**src/rtl/mem_port_arbiter.sv**
```systemverilog
// Shares one single-port synchronous RAM between the IF and MEM pipeline stages.
// Accesses are serialised one at a time, and IF is guaranteed a grant after a bounded run of MEM grants.
module mem_port_arbiter #(
    parameter int ADDR_W       = 32,
    parameter int DATA_W       = 32,
    parameter int RAM_LAT      = 2,
    parameter int MAX_DATA_RUN = 4
) (
    input  logic              clk_i,
    input  logic              reset_i,
    input  logic              if_req_i,
    input  logic [ADDR_W-1:0] if_addr_i,
    output logic [DATA_W-1:0] if_rdata_o,
    output logic              if_done_o,
    input  logic              mem_req_i,
    input  logic              mem_we_i,
    input  logic [ADDR_W-1:0] mem_addr_i,
    input  logic [DATA_W-1:0] mem_wdata_i,
    output logic [DATA_W-1:0] mem_rdata_o,
    output logic              mem_done_o,
    output logic              stall_if_o,
    output logic              stall_mem_o,
    output logic              ram_en_o,
    output logic              ram_we_o,
    output logic [ADDR_W-1:0] ram_addr_o,
    output logic [DATA_W-1:0] ram_wdata_o,
    input  logic [DATA_W-1:0] ram_rdata_i
);
    localparam int CNT_W = 4;
    localparam logic [CNT_W-1:0] MaxRun  = CNT_W'(MAX_DATA_RUN);
    localparam logic [CNT_W-1:0] LatLoad = CNT_W'(RAM_LAT - 1);

    typedef enum logic [1:0] {IDLE, ISSUE, WAIT, DONE} state_t;

    state_t state_q, state_d;

    logic              sel_q, sel_d;
    logic              we_q, we_d;
    logic [CNT_W-1:0]  runCnt_q, runCnt_d;
    logic [CNT_W-1:0]  latCnt_q, latCnt_d;
    logic              ramEn_q, ramEn_d;
    logic              ramWe_q, ramWe_d;
    logic [ADDR_W-1:0] ramAddr_q, ramAddr_d;
    logic [DATA_W-1:0] ramWdata_q, ramWdata_d;
    logic [DATA_W-1:0] ifRdata_q, ifRdata_d;
    logic [DATA_W-1:0] memRdata_q, memRdata_d;
    logic              ifDone_q, ifDone_d;
    logic              memDone_q, memDone_d;

    logic anyReq;
    logic runAtMax;
    logic grantIf;

    // MEM (older instruction) wins ties unless IF has waited out a full run of MEM grants.
    assign anyReq   = if_req_i | mem_req_i;
    assign runAtMax = (runCnt_q == MaxRun);
    assign grantIf  = if_req_i & (~mem_req_i | runAtMax);

    always_ff @(posedge clk_i) begin
        if (reset_i) begin
            state_q <= IDLE;
        end else begin
            state_q <= state_d;
        end
    end

    always_comb begin
        state_d = state_q;
        case (state_q)
            IDLE:    if (anyReq) state_d = ISSUE;
            ISSUE:   state_d = WAIT;
            WAIT:    if (latCnt_q == '0) state_d = DONE;
            DONE:    state_d = IDLE;
            default: state_d = IDLE;
        endcase
    end

    always_comb begin
        sel_d      = sel_q;
        we_d       = we_q;
        runCnt_d   = runCnt_q;
        latCnt_d   = latCnt_q;
        ramEn_d    = 1'b0;
        ramWe_d    = 1'b0;
        ramAddr_d  = ramAddr_q;
        ramWdata_d = ramWdata_q;
        ifRdata_d  = ifRdata_q;
        memRdata_d = memRdata_q;
        ifDone_d   = 1'b0;
        memDone_d  = 1'b0;

        case (state_q)
            IDLE: begin
                if (anyReq) begin
                    ramEn_d = 1'b1;
                    if (grantIf) begin
                        sel_d     = 1'b0;
                        we_d      = 1'b0;
                        ramAddr_d = if_addr_i;
                        runCnt_d  = '0;
                    end else begin
                        sel_d      = 1'b1;
                        we_d       = mem_we_i;
                        ramWe_d    = mem_we_i;
                        ramAddr_d  = mem_addr_i;
                        ramWdata_d = mem_wdata_i;
                        if (!if_req_i) begin
                            runCnt_d = '0;
                        end else if (!runAtMax) begin
                            runCnt_d = runCnt_q + 1'b1;
                        end
                    end
                end
            end
            ISSUE: begin
                latCnt_d = LatLoad;
            end
            WAIT: begin
                // Capture edge: ram_rdata is valid exactly now; writes only pulse done.
                if (latCnt_q == '0) begin
                    if (sel_q) begin
                        memDone_d = 1'b1;
                        if (!we_q) memRdata_d = ram_rdata_i;
                    end else begin
                        ifDone_d  = 1'b1;
                        ifRdata_d = ram_rdata_i;
                    end
                end else begin
                    latCnt_d = latCnt_q - 1'b1;
                end
            end
            default: begin
            end
        endcase
    end

    always_ff @(posedge clk_i) begin
        if (reset_i) begin
            sel_q      <= 1'b0;
            we_q       <= 1'b0;
            runCnt_q   <= '0;
            latCnt_q   <= '0;
            ramEn_q    <= 1'b0;
            ramWe_q    <= 1'b0;
            ramAddr_q  <= '0;
            ramWdata_q <= '0;
            ifRdata_q  <= '0;
            memRdata_q <= '0;
            ifDone_q   <= 1'b0;
            memDone_q  <= 1'b0;
        end else begin
            sel_q      <= sel_d;
            we_q       <= we_d;
            runCnt_q   <= runCnt_d;
            latCnt_q   <= latCnt_d;
            ramEn_q    <= ramEn_d;
            ramWe_q    <= ramWe_d;
            ramAddr_q  <= ramAddr_d;
            ramWdata_q <= ramWdata_d;
            ifRdata_q  <= ifRdata_d;
            memRdata_q <= memRdata_d;
            ifDone_q   <= ifDone_d;
            memDone_q  <= memDone_d;
        end
    end

    assign if_rdata_o  = ifRdata_q;
    assign if_done_o   = ifDone_q;
    assign mem_rdata_o = memRdata_q;
    assign mem_done_o  = memDone_q;
    assign ram_en_o    = ramEn_q;
    assign ram_we_o    = ramWe_q;
    assign ram_addr_o  = ramAddr_q;
    assign ram_wdata_o = ramWdata_q;
    assign stall_if_o  = if_req_i & ~ifDone_q;
    assign stall_mem_o = mem_req_i & ~memDone_q;

endmodule

```
**config.mk**
```make
export PLATFORM = sky130hd
export DESIGN_NAME = mem_port_arbiter
export DESIGN_NICKNAME = d
export VERILOG_FILES = /design/src/rtl/mem_port_arbiter.sv
export SDC_FILE = /design/constraint.sdc
export NUM_CORES = 1
export LEC_CHECK = 0
export ABC_AREA = 1
export BUFFER_PORTS_ARGS = -buffer_cell sky130_fd_sc_hd__buf_4
export CORE_AREA = 2 2 116 118
export CTS_CLUSTER_SIZE = 8
export DETAILED_ROUTE_END_ITERATION = 12
export DIE_AREA = 0 0 118 120
export PLACE_DENSITY = 0.79
export SLEW_MARGIN = 20
export SYNTH_ARGS = -nofsm -noshare
export SYNTH_HDL_FRONTEND = slang
export SYNTH_SLANG_ARGS = --single-unit
```
**constraint.sdc**
```tcl
create_clock -name clk_i -period 2 [get_ports clk_i]
set_input_delay 0 -clock clk_i [delete_from_list [all_inputs] [get_ports clk_i]]
set_output_delay 0 -clock clk_i [all_outputs]
set_load 0.005 [all_outputs]
```
==> metrics.md, run 1 <==
| Metric | Value |
|---|---|
| Max VDD drop | between 0.0006 and 0.0007 V |
| DRC | 0 |
| Critical path type | register to register |
| Hpwl dp | about 12000 µm |
| Post_cts resized | 0 |
| CP Max Fanout | 34 |
| #FFs+latches synth | approximately 140 |
| Most common cell after layout, fill and taps aside | buf_4 |
| Hold crit path type | primary input to register |
| CP required | ~2300 ps |
| Top Ports | 267 |
| Crit end category | register |
| Area post-placement | approximately 8000 µm² |
| Drt total wl | 22600 µm |
| Dpl cells | 1179 |
| Non-Filler Instances | roughly 1300 |
| Final Cycle Share | 0.911 |
| Final Hold Fails | 0 |
| Slew HR | 0.650 |
| Distinct cells, synth | 27 |
| Rows | 42 |
| Clk_lat worst skew | 420 ps |
| Design area | around 10000 µm² |
| Worst reg2reg path depth | 7 |
| Leakage | 4.58 nW |
| Setup WS post-layout | approximately 180 ps |
| Largest net degree at the start of global routing | 63 |
| Share of layout cells above drive strength 1 | 0.290 |
| PortBufs | between 200 and 300 |
| DR iter-0 viols | slightly above 600 |
| RSZ-0062 raised after global routing | no |
| Via count | 7177 |
| ANT nets after route | 0 |
| Clock sinks | 144 |
| R2r setup slk | between 150 and 200 ps |
| Worst clock skew | 10.6 ps |
| Synth Area in Simple Gates | 0.251 |
| Biggest area consumer among synthesized cells | dfxtp_1 |
| Tmin final | 1820 ps |
| Count of final max-slew check failures | 0 |
| XOR/XNOR share of the synthesized area | 0.00147 |
| Status | finished, final reports clean |
| Mapped Nets | between 900 and 1000 |
| FF-to-FF Start | state_q[0] |
| End of the critical path | ram_wdata_o[15] |
| DRT Pass-1 Iters | 5 |
| Mux contribution to synthesized area | 0 |
| Gpl congestion | 0.835 |
| H-tree depth | 4 |
| Total grt overflow | 0 |
| Reg clk slew, reported paths | roughly 70 ps |
| Die height | around 120 µm |
| Nets | around 1300 |
| YS warnings | 0 |
| Die ar. | between 10000 and 15000 µm² |
| Synth Area in Compound Gates | 0.149 |
| Synth area leaders | dfxtp_1 (48%), nand2_1 (9.0%), a21oi_1 (8.8%) |
| Setup crit start | state_q[0] |
| Cells after synthesis | around 780 |
| Largest family of logic cells by synthesized area | simple AND/OR/NAND/NOR gates |
| Total CTS buffers | 17 |
| Initial antenna violation count | 0 |
| Avg Inst Size Synth | 7.68 µm² |
| Max Cap Viol | 0 |
| Slew @ Worst Pin | ~530 ps |
| Layout area overhead | 65.6% |
| Synth top area share | 0.482 |
| Element type at the critical path start | register |
| Finish-stage setup viols | 0 |
| Ant diodes | 0 |
| First-pass GRT wire length | ~36000 µm |
| CTS max path bufs | 2 |
| Synthesized area | 5980 µm² |
| Fillers | a little over 800 |
| Commonest cells after routing, fill and taps aside | buf_4 (281), dfxtp_1 (144), nand2_1 (143) |
| Power per cell area | 1110 nW/µm² |
| Worst slack, placed | a little over 300 ps |
| Initial Util | 0.460 |
| Utilization after layout | 0.762 |
| Max Fclk | approximately 550 MHz |
| Core area | around 13000 µm² |
| Worst flop-to-flop path endpoint | ram_wdata_o[15] |
| Root Driver | clkbuf_16 |
| TritonCTS clock tree | done |
| Arrival time worst endpoint | around 2100 ps |
| Seq/Total Area, Yosys | 0.482 |
| WL/cell | 16.8 µm |
| GRT Overall Usage | 0.314 |
| Setup tns final | 0 ps |
| Die W | ~120 µm |
| Post-Synth Adder-Cell Area | 0.0168 |
| Vias in the first global route | ~7000 |
| Vias per cell | between 5 and 6 |
cell usage after synthesis:
master / number
nand3_2: 11
nor3_1: 3
buf_4: 8
nor2_1: 77
o21ai_4: 1
nand3_1: 94
buf_8: 2
inv_4: 1
clkbuf_2: 1
dfxtp_1: 144
xnor2_1: 1
o21ai_1: 5
clkbuf_1: 15
a21oi_1: 105
inv_1: 49
nand4_2: 1
or2_2: 2
nand2_4: 3
nand2_2: 1
ha_1: 8
buf_2: 20
buf_6: 12
inv_2: 3
o21ai_0: 65
nand4_1: 2
clkinv_2: 1
nand2_1: 143
layer usage:
layer / track usage / vias up / share of wire
li1: - / 3303 / -
met1: 0.345 / 3281 / 0.36
met2: 0.533 / 474 / 0.48
met3: 0.0832 / 119 / 0.091
met4: 0.217 / 0 / 0.062
met5: 0 / - / 0
through the flow:
stage / hold slack (ps) / total power, mW
floorplan: 88.7 / 5.86
global placement: 244 / 7.16
detailed placement: 257 / 7.21
CTS: 368 / 10.7
global route: 401 / 11.5
finish: 394 / 11.0
how the worst min path moves through the flow:
stage	cells after the start	slack, ps	end	from
3_3_place_gp	3	240	mem_rdata_o[4]	ram_rdata_i[4]
5_1_grt	4	400	mem_rdata_o[29]	ram_rdata_i[29]
2_1_floorplan	2	90	stall_mem_o	mem_req_i
3_5_place_dp	3	260	mem_rdata_o[4]	ram_rdata_i[4]
6_report	4	390	mem_rdata_o[30]	ram_rdata_i[30]
4_1_cts	4	370	ram_addr_o[22]	mem_addr_i[22]
cells by family after synthesis:
group,count (synthesis)
compound gates,176
buf+inv,112
xor+xnor,1
fa+ha+maj,8
flops,144
simple gates,337
layout make-up:
type,instances,area [µm²],area share
flip-flops and latches,144,2880,0.291
repair buffers,415,3470,0.351
inverters,54,206,0.0209
multi-input cells,522,2500,0.253
clock inverters,14,184,0.0186
clock buffers,18,429,0.0434
well taps,176,220,0.0223
where the power goes:
part | internal (mW) | switching (mW) | leakage [nW]
registers | 3.50 | 0.378 | 1.18
logic | 1.73 | 2.04 | 3.11
clock network | 1.99 | 1.33 | 0.291
flip-flops by register name (all words and copies together), names as in the netlist:
| name | count |
|---|---|
| if_rdata_o | 32 |
| mem_rdata_o | 32 |
| ram_addr_o | 32 |
| ram_wdata_o | 32 |
| latCnt_q | 4 |
| runCnt_q | 4 |
| state_q | 2 |
| if_done_o | 1 |
| mem_done_o | 1 |
| ram_en_o | 1 |
| ram_we_o | 1 |
| sel_q | 1 |
| we_q | 1 |
what timing repair did:
item / 4_1_cts / 5_1_grt
buffers inserted: 0 / 0
setup endpoints to repair: 0 / 0
hold endpoints to repair: 135 / 0
hold buffers: 132 / 0
worst max-delay path: stages (launching register included):
cell and delay [ps]:
dfxtp_1 330, inv_1 80, ha_1 250, o21ai_4 120
inv_4 170, nand2_4 330, nand2_1 190, a21oi_1 260
No activity file was read; power rests on OpenSTA's default activity.
==> inputs of run 2 (changes only) <==
Settings changed: ABC_AREA 1 to default, CORE_AREA 2 2 116 118 to 2 2 117 119, DIE_AREA 0 0 118 120 to 0 0 119 121.
==> run 2 against run 1 <==
Effect of this change:
- sequential share of layout area down 0.57 points
- combinational power down 13%
- worst setup slack worse by 88 ps
- global-route usage down 3.1 points
- clock skew down 1.2 ps
- register-to-register slack worse by 90 ps
- critical path type unchanged
- critical endpoint is now if_rdata_o[12]
- highest routed layer unchanged
==> metrics.md, run 2 <==
| Metric | Value |
|---|---|
| Worst clock skew | 9.36 ps (was 10.6 ps) |
| Avg Inst Size Synth | 9.26 µm² (was 7.68 µm²) |
| DR iter-0 viols | 485 (was 608) |
| Tmin final | 1910 ps (was 1820 ps) |
| Clock network power share | 0.323 (was 0.303) |
| Sw power | 3.11 mW (was 3.74 mW) |
| Area post-placement | 8300 µm² (was 7960 µm²) |
| Drt total wl | 21000 µm (was 22600 µm) |
| Synth area leaders | dfxtp_1 (47%), mux2i_1 (16%), nand2_1 (10%) (was dfxtp_1 (48%), nand2_1 (9.0%), a21oi_1 (8.8%)) |
| Worst flop-to-flop path endpoint | if_rdata_o[12] (was ram_wdata_o[15]) |
| Combinational share of power | 0.317 (was 0.344) |
| Clock sinks | 144 (unchanged) |
| Most common cell after layout, fill and taps aside | buf_4 (unchanged) |
| Finish-stage setup viols | 0 (unchanged) |
| Final Hold Fails | 0 (unchanged) |
| Family with the most delay on the worst path | simple AND/OR/NAND/NOR gates (unchanged) |
| Most frequent cell after synthesis | nand2_1 (was dfxtp_1) |
| Mapped Nets | 808 (was 919) |
| Commonest cells after routing, fill and taps aside | buf_4 (277), nand2_1 (167), dfxtp_1 (144) (was buf_4 (281), dfxtp_1 (144), nand2_1 (143)) |
| FFs w/ async S/R, synth | 0 (unchanged) |
| Synth top area share | 0.467 (was 0.482) |
| Initial Util | 0.472 (was 0.460) |
| Vias in the first global route | 6401 (was 7171) |
| Reg power frac | 0.360 (was 0.354) |
| Internal Pwr Total | 7.19 mW (was 7.21 mW) |
| TritonCTS clock tree | done (unchanged) |
| Reg clk slew, reported paths | 60 ps (was 70 ps) |
| Post-synth EDFFs | 0 (unchanged) |
| ANT nets after route | 0 (unchanged) |
| Max Cap Viol | 0 (unchanged) |
| Hpwl dp | 11900 µm (was 12100 µm) |
| Leakage | 4.67 nW (was 4.58 nW) |
| Max stage delay cell, worst path | or3b_4 (was dfxtp_1) |
| PortBufs | 266 (unchanged) |
| CP required | 2320 ps (about the same) |
| Gpl congestion | 0.788 (was 0.835) |
| Largest net degree at the start of global routing | 59 (was 63) |
| Critical path buffers and inverters | 2 (unchanged) |
| Worst reg2reg path depth | 6 (was 7) |
| Hold crit path type | primary input to register (unchanged) |
| Slew @ Worst Pin | 455 ps (was 525 ps) |
| Top Ports | 267 (unchanged) |
| RSZ-0062 raised after global routing | no (unchanged) |
| Fillers | 785 (was 829) |
| Setup crit start | latCnt_q[0] (was state_q[0]) |
| Die W | 119 µm (was 118 µm) |
| Ys flop type | dfxtp_1 (unchanged) |
| Switching share of total power | 0.302 (was 0.341) |
| R2r setup slk | 90 ps (was 180 ps) |
| Utilization after layout | 0.771 (was 0.762) |
| CP Max Fanout | 16 (was 34) |
| Biggest area consumer among synthesized cells | dfxtp_1 (unchanged) |
| Core area | 13100 µm² (was 13000 µm²) |
| WL/cell | 17.4 µm (was 16.8 µm) |
| H-tree depth | 4 (unchanged) |
| Worst Hold Endpoint | ram_addr_o[20] (was mem_rdata_o[30]) |
| Tot Pwr | 10.3 mW (was 11.0 mW) |
| Cells after synthesis | 667 (was 778) |
| Crit end category | register (unchanged) |
| Fin Hold WS | 19.7 ps (was 394 ps) |
| Crit. path cell count | 6 (was 7) |
| Power per cell area | 1020 nW/µm² (was 1110 nW/µm²) |
| Die height | 121 µm (was 120 µm) |
| Hold path cells | 3 (was 4) |
| Distinct cells, synth | 41 (was 27) |
| Slew HR | 0.697 (was 0.650) |
| Die ar. | 14400 µm² (was 14200 µm²) |
| Setup tns final | 0 ps (unchanged) |
| YS warnings | 0 (unchanged) |
| Share of layout cells above drive strength 1 | 0.310 (was 0.290) |
| #FFs+latches synth | 144 (unchanged) |
| Max Fclk | 524 MHz (was 549 MHz) |
| Element type at the critical path start | register (unchanged) |
| FF-to-FF Start | latCnt_q[0] (was state_q[0]) |
| Nets | 1165 (was 1295) |
| Via count | 6483 (was 7177) |
| Root Driver | clkbuf_16 (unchanged) |
| Status | finished, final reports clean (unchanged) |
| Final Cycle Share | 0.955 (was 0.911) |
| CTS max path bufs | 2 (unchanged) |
| Seq/Total Area, Yosys | 0.467 (was 0.482) |
| Design area | 10100 µm² (was 9890 µm²) |
| Post-CTS Setup Bufs | 0 (unchanged) |
| Initial antenna violation count | 0 (unchanged) |
| Total CTS buffers | 17 (unchanged) |
| Count of final max-slew check failures | 0 (unchanged) |
| Clk_lat worst skew | 420 ps (about the same) |
| Vias per cell | 5.34 (about the same) |
| Layout area overhead | 63.3% (was 65.6%) |
| Max VDD drop | 0.000558 V (was 0.000637 V) |
| Arrival time worst endpoint | 2230 ps (was 2140 ps) |
| Critical path type | register to register (unchanged) |
| Synthesized area | 6180 µm² (was 5980 µm²) |
| Max incr delay on CP | 430 ps (was 330 ps) |
| Synth top cells by count | nand2_1 (167), dfxtp_1 (144), mux2i_1 (99) (was dfxtp_1 (144), nand2_1 (143), a21oi_1 (105)) |
| GRT Overall Usage | 0.284 (was 0.314) |
| Total grt overflow | 0 (unchanged) |
| First-pass GRT wire length | 32500 µm (was 35600 µm) |
| DRT Pass-1 Iters | 5 (unchanged) |
| DRC | 0 (unchanged) |
| Worst hold start | mem_addr_i[20] (was ram_rdata_i[30]) |
| Rows | 42 (unchanged) |
| CP Cell Sequence | inv_1 -> ha_1 -> or3b_4 -> nor3_4 -> buf_12 -> mux2i_1 (was inv_1 -> ha_1 -> o21ai_4 -> inv_4 -> nand2_4 -> nand2_1 -> a21oi_1) |
run 2: changes by cell type in the layout (fill, tap and decap cells not counted), moves of 24 or more:
cell	change
a211oi_1	+34
a21oi_1	-100
and4b_1	+33
inv_1	-41
mux2i_1	+99
nand2_1	+24
nand3_1	-88
nor2_1	-74
nor3_1	+31
o21ai_0	-33
run 2: how the worst max path moves through the flow:
stage	end	slack, ps
2_1_floorplan	if_rdata_o[10]	270
3_3_place_gp	runCnt_q[0]	270
3_5_place_dp	if_rdata_o[25]	190
4_1_cts	if_rdata_o[29]	150
5_1_grt	if_rdata_o[18]	10
6_report	if_rdata_o[12]	90
run 2: power by group through the flow:
stage	Sequential (mW)	Clock (mW)	Combinational, mW
after global routing	3.77	3.48	3.52
after detailed placement	3.74	0	2.96
after global placement	3.74	0	2.91
after floorplan	3.74	0	1.60
after CTS	3.69	3.34	3.15
final	3.71	3.33	3.27
run 2: cells by family (layout without fill, tap and decap cells):
| group | Yosys count | count (layout) | share of synthesized area |
|---|---|---|---|
| muxes | 99 | 99 | 0.160 |
| adders and majority gates | 8 | 8 | 0.0162 |
| buffers and inverters | 69 | 438 | 0.0543 |
| AOI/OAI and AO/OA | 79 | 79 | 0.0810 |
| DFF | 144 | 144 | 0.467 |
| and+or+nand+nor | 268 | 268 | 0.222 |
| other | 0 | 1 | 0 |
run 2: what timing repair did:
item / 4_1_cts / 5_1_grt
hold buffers: 115 / 0
resized for setup: 0 / 1
endpoints found under the setup margin: 0 / 2
endpoints found under the hold margin: 141 / 0
run 2: through the flow:
stage	cells	worst slack [ps]
after detailed placement	1065	191
after global routing	1212	14.8
after floorplan	667	274
final	1213	90.7
after global placement	1065	266
after CTS	1211	148
run 2: final cells by class:
| cell class | instances | area, µm² | share of cell area |
|---|---|---|---|
| diodes | 1 | 2.50 | 0.000248 |
| clock buffers | 20 | 447 | 0.0443 |
| clock inverters | 11 | 163 | 0.0161 |
| inverters | 8 | 32.5 | 0.00322 |
| multi-input cells | 454 | 2970 | 0.294 |
| flip-flops and latches | 144 | 2880 | 0.286 |
| well taps | 176 | 220 | 0.0218 |
| repair buffers | 399 | 3380 | 0.335 |
run 2: worst min-delay path: stages:
cell	delay, ps
buf_4	100
and4b_1	240
nor3_1	50
run 2: routing by layer:
layer	vias to the layer above	track usage	wire (µm)
met4	0	0.128	652
met5	-	0	0
li1	3069	-	-
met1	3027	0.317	8240
met3	55	0.0907	1740
met2	332	0.494	10400
